<file path="src/rtl/fetch_buffer.sv">
// Fetch-to-decode instruction queue holding {pc, instr} pairs with valid/ready on both sides.
// Define FETCH_BUFFER_BYPASS_EN to let an entry go straight from input to output when the queue is empty.
module fetch_buffer #(
    parameter int DEPTH = 4,
    parameter int WIDTH = 32
) (
    input  logic                     clk,
    input  logic                     reset,
    input  logic                     flush,
    input  logic                     in_valid,
    output logic                     in_ready,
    input  logic [WIDTH-1:0]         in_pc,
    input  logic [WIDTH-1:0]         in_instr,
    output logic                     out_valid,
    input  logic                     out_ready,
    output logic [WIDTH-1:0]         out_pc,
    output logic [WIDTH-1:0]         out_instr,
    output logic [$clog2(DEPTH):0]   count
);
    localparam int AW = $clog2(DEPTH);
    localparam int CW = AW + 1;

    logic [AW-1:0]    wr_ptr_reg, wr_ptr_next;
    logic [AW-1:0]    rd_ptr_reg, rd_ptr_next;
    logic [CW-1:0]    count_reg, count_next;
    logic [WIDTH-1:0] pc_mem    [DEPTH];
    logic [WIDTH-1:0] instr_mem [DEPTH];

    logic stored_valid;
    logic full;
    logic bypass_valid;
    logic bypass_take;
    logic push;
    logic pop;

    assign stored_valid = (count_reg != '0);
    assign full         = (count_reg == CW'(DEPTH));

`ifdef FETCH_BUFFER_BYPASS_EN
    // An empty queue hands the incoming entry straight to decode; a flush cancels it.
    assign bypass_valid = ~stored_valid & in_valid & ~flush;
    assign bypass_take  = bypass_valid & out_ready;
`else
    assign bypass_valid = 1'b0;
    assign bypass_take  = 1'b0;
`endif

    assign in_ready  = ~full;
    assign out_valid = stored_valid | bypass_valid;
    assign push      = in_valid & in_ready & ~bypass_take;
    assign pop       = stored_valid & out_ready;
    assign count     = count_reg;

    always_comb begin
        out_pc    = '0;
        out_instr = '0;
        if (stored_valid) begin
            out_pc    = pc_mem[rd_ptr_reg];
            out_instr = instr_mem[rd_ptr_reg];
        end else if (bypass_valid) begin
            out_pc    = in_pc;
            out_instr = in_instr;
        end
    end

    // Flush and reset both empty the queue; any same-cycle push or pop is dropped.
    always_comb begin
        wr_ptr_next = wr_ptr_reg;
        rd_ptr_next = rd_ptr_reg;
        count_next  = count_reg;
        if (reset || flush) begin
            wr_ptr_next = '0;
            rd_ptr_next = '0;
            count_next  = '0;
        end else begin
            if (push) wr_ptr_next = wr_ptr_reg + AW'(1);
            if (pop)  rd_ptr_next = rd_ptr_reg + AW'(1);
            if (push && !pop)      count_next = count_reg + CW'(1);
            else if (pop && !push) count_next = count_reg - CW'(1);
        end
    end

    always_ff @(posedge clk) begin
        if (reset) begin
            wr_ptr_reg <= '0;
            rd_ptr_reg <= '0;
            count_reg  <= '0;
        end else begin
            wr_ptr_reg <= wr_ptr_next;
            rd_ptr_reg <= rd_ptr_next;
            count_reg  <= count_next;
        end
    end

    // Storage carries no reset; only the pointers define which entries are live.
    always_ff @(posedge clk) begin
        if (push && !flush && !reset) begin
            pc_mem[wr_ptr_reg]    <= in_pc;
            instr_mem[wr_ptr_reg] <= in_instr;
        end
    end
endmodule

</file>
<file path="config.mk">
export PLATFORM = sky130hd
export DESIGN_NAME = fetch_buffer
export DESIGN_NICKNAME = d
export VERILOG_FILES = /design/src/rtl/fetch_buffer.sv
export SDC_FILE = /design/constraint.sdc
export NUM_CORES = 1
export LEC_CHECK = 0
export CORE_MARGIN = 2
export CORE_UTILIZATION = 67
export DETAILED_ROUTE_END_ITERATION = 16
export DONT_BUFFER_PORTS = 1
export GPL_ROUTABILITY_DRIVEN = 1
export GPL_TIMING_DRIVEN = 0
export PLACE_DENSITY_LB_ADDON = 0.2
export REMOVE_ABC_BUFFERS = 1
export SLEW_MARGIN = 20
export SYNTH_ARGS = -nofsm -noshare
export SYNTH_HDL_FRONTEND = slang
export SYNTH_SLANG_ARGS = --single-unit
</file>
<file path="constraint.sdc">
create_clock -name clk -period 3.53 [get_ports clk]
set_input_delay 0.706 -clock clk [delete_from_list [all_inputs] [get_ports clk]]
set_output_delay 0.706 -clock clk [all_outputs]
set_load 0.005 [all_outputs]
</file>
# == After elaboration in Yosys (flattened, before gate mapping) ==
# Memory sizes are Yosys's and may differ from the RTL's. A register that Yosys moved wholly into a read port is not among the register bits.
# Index checks and enable logic that the tools add are counted.
# Widths: inputs -> output; s select.
# totals
ff_bits,7
mem_bits_rw,256
inputBits,69
output_inout_bits,69
memories,2
# op_classes
add_sub_neg,4
n_eq_ne,1
muxes,10
bitwise,3
n_reduce_logical,12
# mem_list
name,words,width,read_ports,rd_clocked_by_memory_dff,write_ports,line_no,text
instr_mem,4,32,1,1,1,27,logic [WIDTH-1:0] instr_mem [DEPTH];
pc_mem,4,32,1,1,1,26,logic [WIDTH-1:0] pc_mem [DEPTH];
# op_table
cell,n
$mux 32,2
$mux 2,4
$mux 3,2
$add 2x1->2 const B,2
$logic_and 1x1->1,4
$logic_not 1->1,4
$add 3x1->3 const B,1
$eq 3x3->1 const B,1
$reduce_bool 3->1,1
$sub 3x1->3 const B,1
$and 1x1->1,2
$mux 1,2
$reduce_bool 2->1,1
$reduce_or 2->1,1
$logic_or 1x1->1,1
$not 1->1,1

# == Depth between registers and ports, before layout ==
# logic_depth
ltp_word,7
depth_mapped,9

# == Worst setup path after synthesis ==
# Ideal clock, no wire load.
# synth_timing
path_type,input -> register
start,input port flush
end,memory instr_mem[0][0] (enable)
setup_time_ns,0.393
t_arrival_ns,1.875
required_ns,3.137
setup_slack_ns,1.262
stages,2
path_cell_list,nor2_1 and3_2
# synth_via
elab_chain_cells,5
# synth_rtl
element,line_no,text
from (decl),9,"input logic flush,"
$logic_not 1->1,97,if (push && !flush && !reset) begin
$logic_and 1x1->1 (2 in a row),97,
$mux 1,97,
$mux 1 (not written as such),99,instr_mem[wr_ptr_reg] <= in_instr;
to (decl),27,
# No other way between the ends.

# == Final worst setup path ==
# layout_timing
start,"register count_reg[1], in the netlist count[1]"
end,output port out_instr[13]
# layout_via
elab_chain_cells,2
# layout_rtl
element,line_no,text
from (decl),25,"logic [CW-1:0] count_reg, count_next;"
from (signal assigned),91,count_reg <= count_next;
$reduce_bool 3->1,36,assign stored_valid = (count_reg != '0);
named net out_valid,14,"output logic out_valid,"
$mux 32,57,if (stored_valid) begin
to (decl),17,"output logic [WIDTH-1:0] out_instr,"
# The timed path passes the listed nets, and every way through them passes these cells.

==> tab_implementation.tex <==
\begin{tabular}{lr}
\hline
Metric & Value \\
\hline
\multicolumn{2}{l}{\textbf{Timing}} \\
Final hold violations & 0 \\
Shortest clock period the worst path allows after layout & 2.90 ns \\
Clk\_skew & 0.00888 ns \\
Least-Margin Pin Slew & 0.587 ns \\
Setup violators final & 0 \\
Max Transition Viols Final & 0 \\
Fmax achieved & 345 MHz \\
Unrepaired setup endpoints after global routing & false \\
Slew Limit Headroom & 60.9\% \\
Final-layout worst hold slack & 0.297 ns \\
Fraction of the cycle the final worst path needs & 82.2\% \\
\multicolumn{2}{l}{\textbf{CTS}} \\
Clock Pin Slew Worst Setup and Hold Paths & 0.06 ns \\
CTS tree & built \\
Clock network latency to the later pin of the worst-skew pair & 0.50 ns \\
Number of sinks handled by clock tree synthesis & 265 \\
Number of buffers on the longest clock path & 3 \\
Post-CTS setup repair buffer count & 0 \\
Post-cts gate resize count & 0 \\
Clock buffer count from CTS & 25 \\
Number of hold-repair buffers added at the cts stage & 0 \\
Root buf cell & sky130\_fd\_sc\_hd\_\_clkbuf\_16 \\
Clock H-tree levels & 1 \\
\multicolumn{2}{l}{\textbf{Worst setup path}} \\
Critical Path Sink Type & primary output \\
Maximum net fanout on the critical path & 33 \\
Data required time at the worst endpoint & 2.82 ns \\
Buffers \& Inverters on Critical Path & 1 \\
Crit path max-delay family & simple AND/OR/NAND/NOR gates \\
Cell type of the slowest stage on the worst timing path & sky130\_fd\_sc\_hd\_\_or3\_2 \\
Worst stage delay on the critical path & 0.80 ns \\
Critical Path Start Type & register \\
WP data arrival & 2.19 ns \\
Path type of the worst setup path & register to primary output \\
CP cell instances & or3\_2, buf\_12, and2\_1 \\
\multicolumn{2}{l}{\textbf{Route}} \\
Average wire per cell in the routed design & 25.7 um \\
Detailed Routing Iterations Pass 1 & 4 \\
DR iter-0 viols & 249 \\
Aggregate routed wire length & 17.1 mm \\
Antenna violation net count after detailed routing & 0 \\
Total DRC errors in the routed layout & 0 \\
Total via count in the routed design & 4296 \\
Routed vias/inst & 6.46 \\
\multicolumn{2}{l}{\textbf{Placement}} \\
IO buf count & 0 \\
Placer Congestion & 0.689 \\
DPL Wire Length & 10.2 mm \\
Total placed instance area & 10400 um2 \\
\multicolumn{2}{l}{\textbf{Die}} \\
Die Y & 127 um \\
Area of the core & 14600 um2 \\
Die span in x & 127 um \\
Top-level port count & 138 \\
Total Die Area & 16200 um2 \\
Cell row count & 44 \\
Starting utilization of the core area & 69.3\% \\
\multicolumn{2}{l}{\textbf{Pwr}} \\
Power after layout & 6.26 mW \\
Total power per unit cell area & 561 nW/um2 \\
Largest vdd supply drop & 0.455 mV \\
Standby leakage power & 3.45 nW \\
\multicolumn{2}{l}{\textbf{Cells and area}} \\
Number of nets in the finished design & 541 \\
Layout fillers & 793 \\
Top library cells by usage in the layout, fill and taps aside & 256 x sky130\_fd\_sc\_hd\_\_edfxtp\_1, 64 x sky130\_fd\_sc\_hd\_\_mux4\_2, 64 x sky130\_fd\_sc\_hd\_\_and2\_1 \\
Antenna diode instance count & 0 \\
Proportion of layout cells with a drive suffix above 1 & 23.5\% \\
Layout Utilization & 76.2\% \\
Area Growth Syn to Fin & 9.89\% \\
Summed area of non-filler cells in the final layout & 11200 um2 \\
Most common cell after layout, fill and taps aside & sky130\_fd\_sc\_hd\_\_edfxtp\_1 \\
\multicolumn{2}{l}{\textbf{Logic synthesis}} \\
Post-synth design cell area & 10200 um2 \\
Combinational family with the most area after synthesis & multiplexers \\
Simple-gate area share of the yosys netlist & 5.01\% \\
Portion of the post-synthesis area used by sequential elements & 77.5\% \\
Synthesized netlist cell count & 454 \\
Count of cell types in the netlist & 26 \\
Synthesized-area fraction occupied by ao, oa, aoi and oai cells & 0.431\% \\
Yosys warnings & 0 \\
Share of cell area taken by muxes after synthesis & 14.3\% \\
Xor-xnor portion of the synthesized cell area & 0.345\% \\
Average cell area after synthesis & 22.4 um2 \\
Adder-cell share of the synthesized area & 0.813\% \\
Flop and latch count out of synthesis & 265 \\
\multicolumn{2}{l}{\textbf{Global route}} \\
Initial antenna violation count & 0 \\
Global-route wire length before repair & 26.7 mm \\
Aggregate global routing overflow & 0 \\
Via count of the first global-routing pass & 4681 \\
Largest net degree at the start of global routing & 43 \\
Global Route Usage Sum & 22.0\% \\
\multicolumn{2}{l}{\textbf{Status}} \\
Status & finished, final reports clean \\
\multicolumn{2}{l}{\textbf{Worst hold path}} \\
Hold crit path type & primary input to register \\
\multicolumn{2}{l}{\textbf{Flow run}} \\
Max\_cap viols & 0 \\
\hline
\end{tabular}
## cells in the mapped netlist (all sizes together)
library cell | instances | area, um2
a21oi | 1 | 5.00
and2 | 65 | 409
and3 | 4 | 30.0
buf | 14 | 120
clkbuf | 9 | 33.8
dfxtp | 9 | 180
edfxtp | 256 | 7690
fa | 1 | 20.0
ha | 5 | 62.6
inv | 3 | 11.3
mux2i | 1 | 10.0
mux4 | 64 | 1440
nand2 | 1 | 3.75
nand4 | 2 | 12.5
nor2 | 6 | 22.5
o21ai | 2 | 10.0
o311ai | 1 | 8.76
o31ai | 2 | 20.0
or2 | 1 | 6.26
or3 | 2 | 13.8
or3b | 1 | 11.3
xor2 | 4 | 35.0
## stage by stage
| stage | cells | worst slack, ns | TNS [ns] |
|---|---|---|---|
| floorplan | 431 | -0.718 | -45.98 |
| global placement | 615 | -1.90 | -119.58 |
| detailed placement | 623 | 1.12 | 0 |
| CTS | 665 | 0.579 | 0 |
| global route | 665 | 0.537 | 0 |
| finish | 665 | 0.630 | 0 |
## report_power, final
part | leakage, nW | switching, mW | internal (mW) | total, mW
combinational | 0.713 | 0.204 | 0.163 | 0.367
clock | 0.347 | 1.01 | 1.37 | 2.38
sequential | 2.39 | 0.0247 | 3.49 | 3.52
total | 3.45 | 1.24 | 5.03 | 6.26
## cell families (layout without fill, tap and decap cells)
family,after synthesis,count (layout)
adders and majority gates,6,6
and+or+nand+nor,82,82
DFF,265,265
muxes,65,65
buffers and inverters,26,53
xor gates and xnor gates,4,4
AOI/OAI and AO/OA,6,6
## routing by layer
metal  track usage (%)  wire (um)
met2              36.3       8730
met4              5.56        311
met1              29.6       6680
met3              6.83       1370
met5                 0          0
## layout make-up
| class | count | area [um2] | share of cell area (%) |
|---|---|---|---|
| multi-input combinational | 163 | 2140 | 19.2 |
| timing repair buffer | 8 | 183 | 1.64 |
| tap | 184 | 230 | 2.06 |
| clock buffer | 34 | 659 | 5.91 |
| inverter | 3 | 11.3 | 0.101 |
| sequential | 265 | 7880 | 70.6 |
| clock inverter | 8 | 62.6 | 0.561 |
## final timing paths
kind	start	to	slack [ns]	cells past startpoint
worst max register to register	count[0]	count[2]	1.08	8
worst min-delay path	in_instr[17]	instr_mem[3][17]	0.30	0
worst min register to register	wr_ptr_reg[0]	wr_ptr_reg[0]	0.52	2
worst max-delay path	count[1]	out_instr[13]	0.63	3
Power figures use the tool's default switching activity.
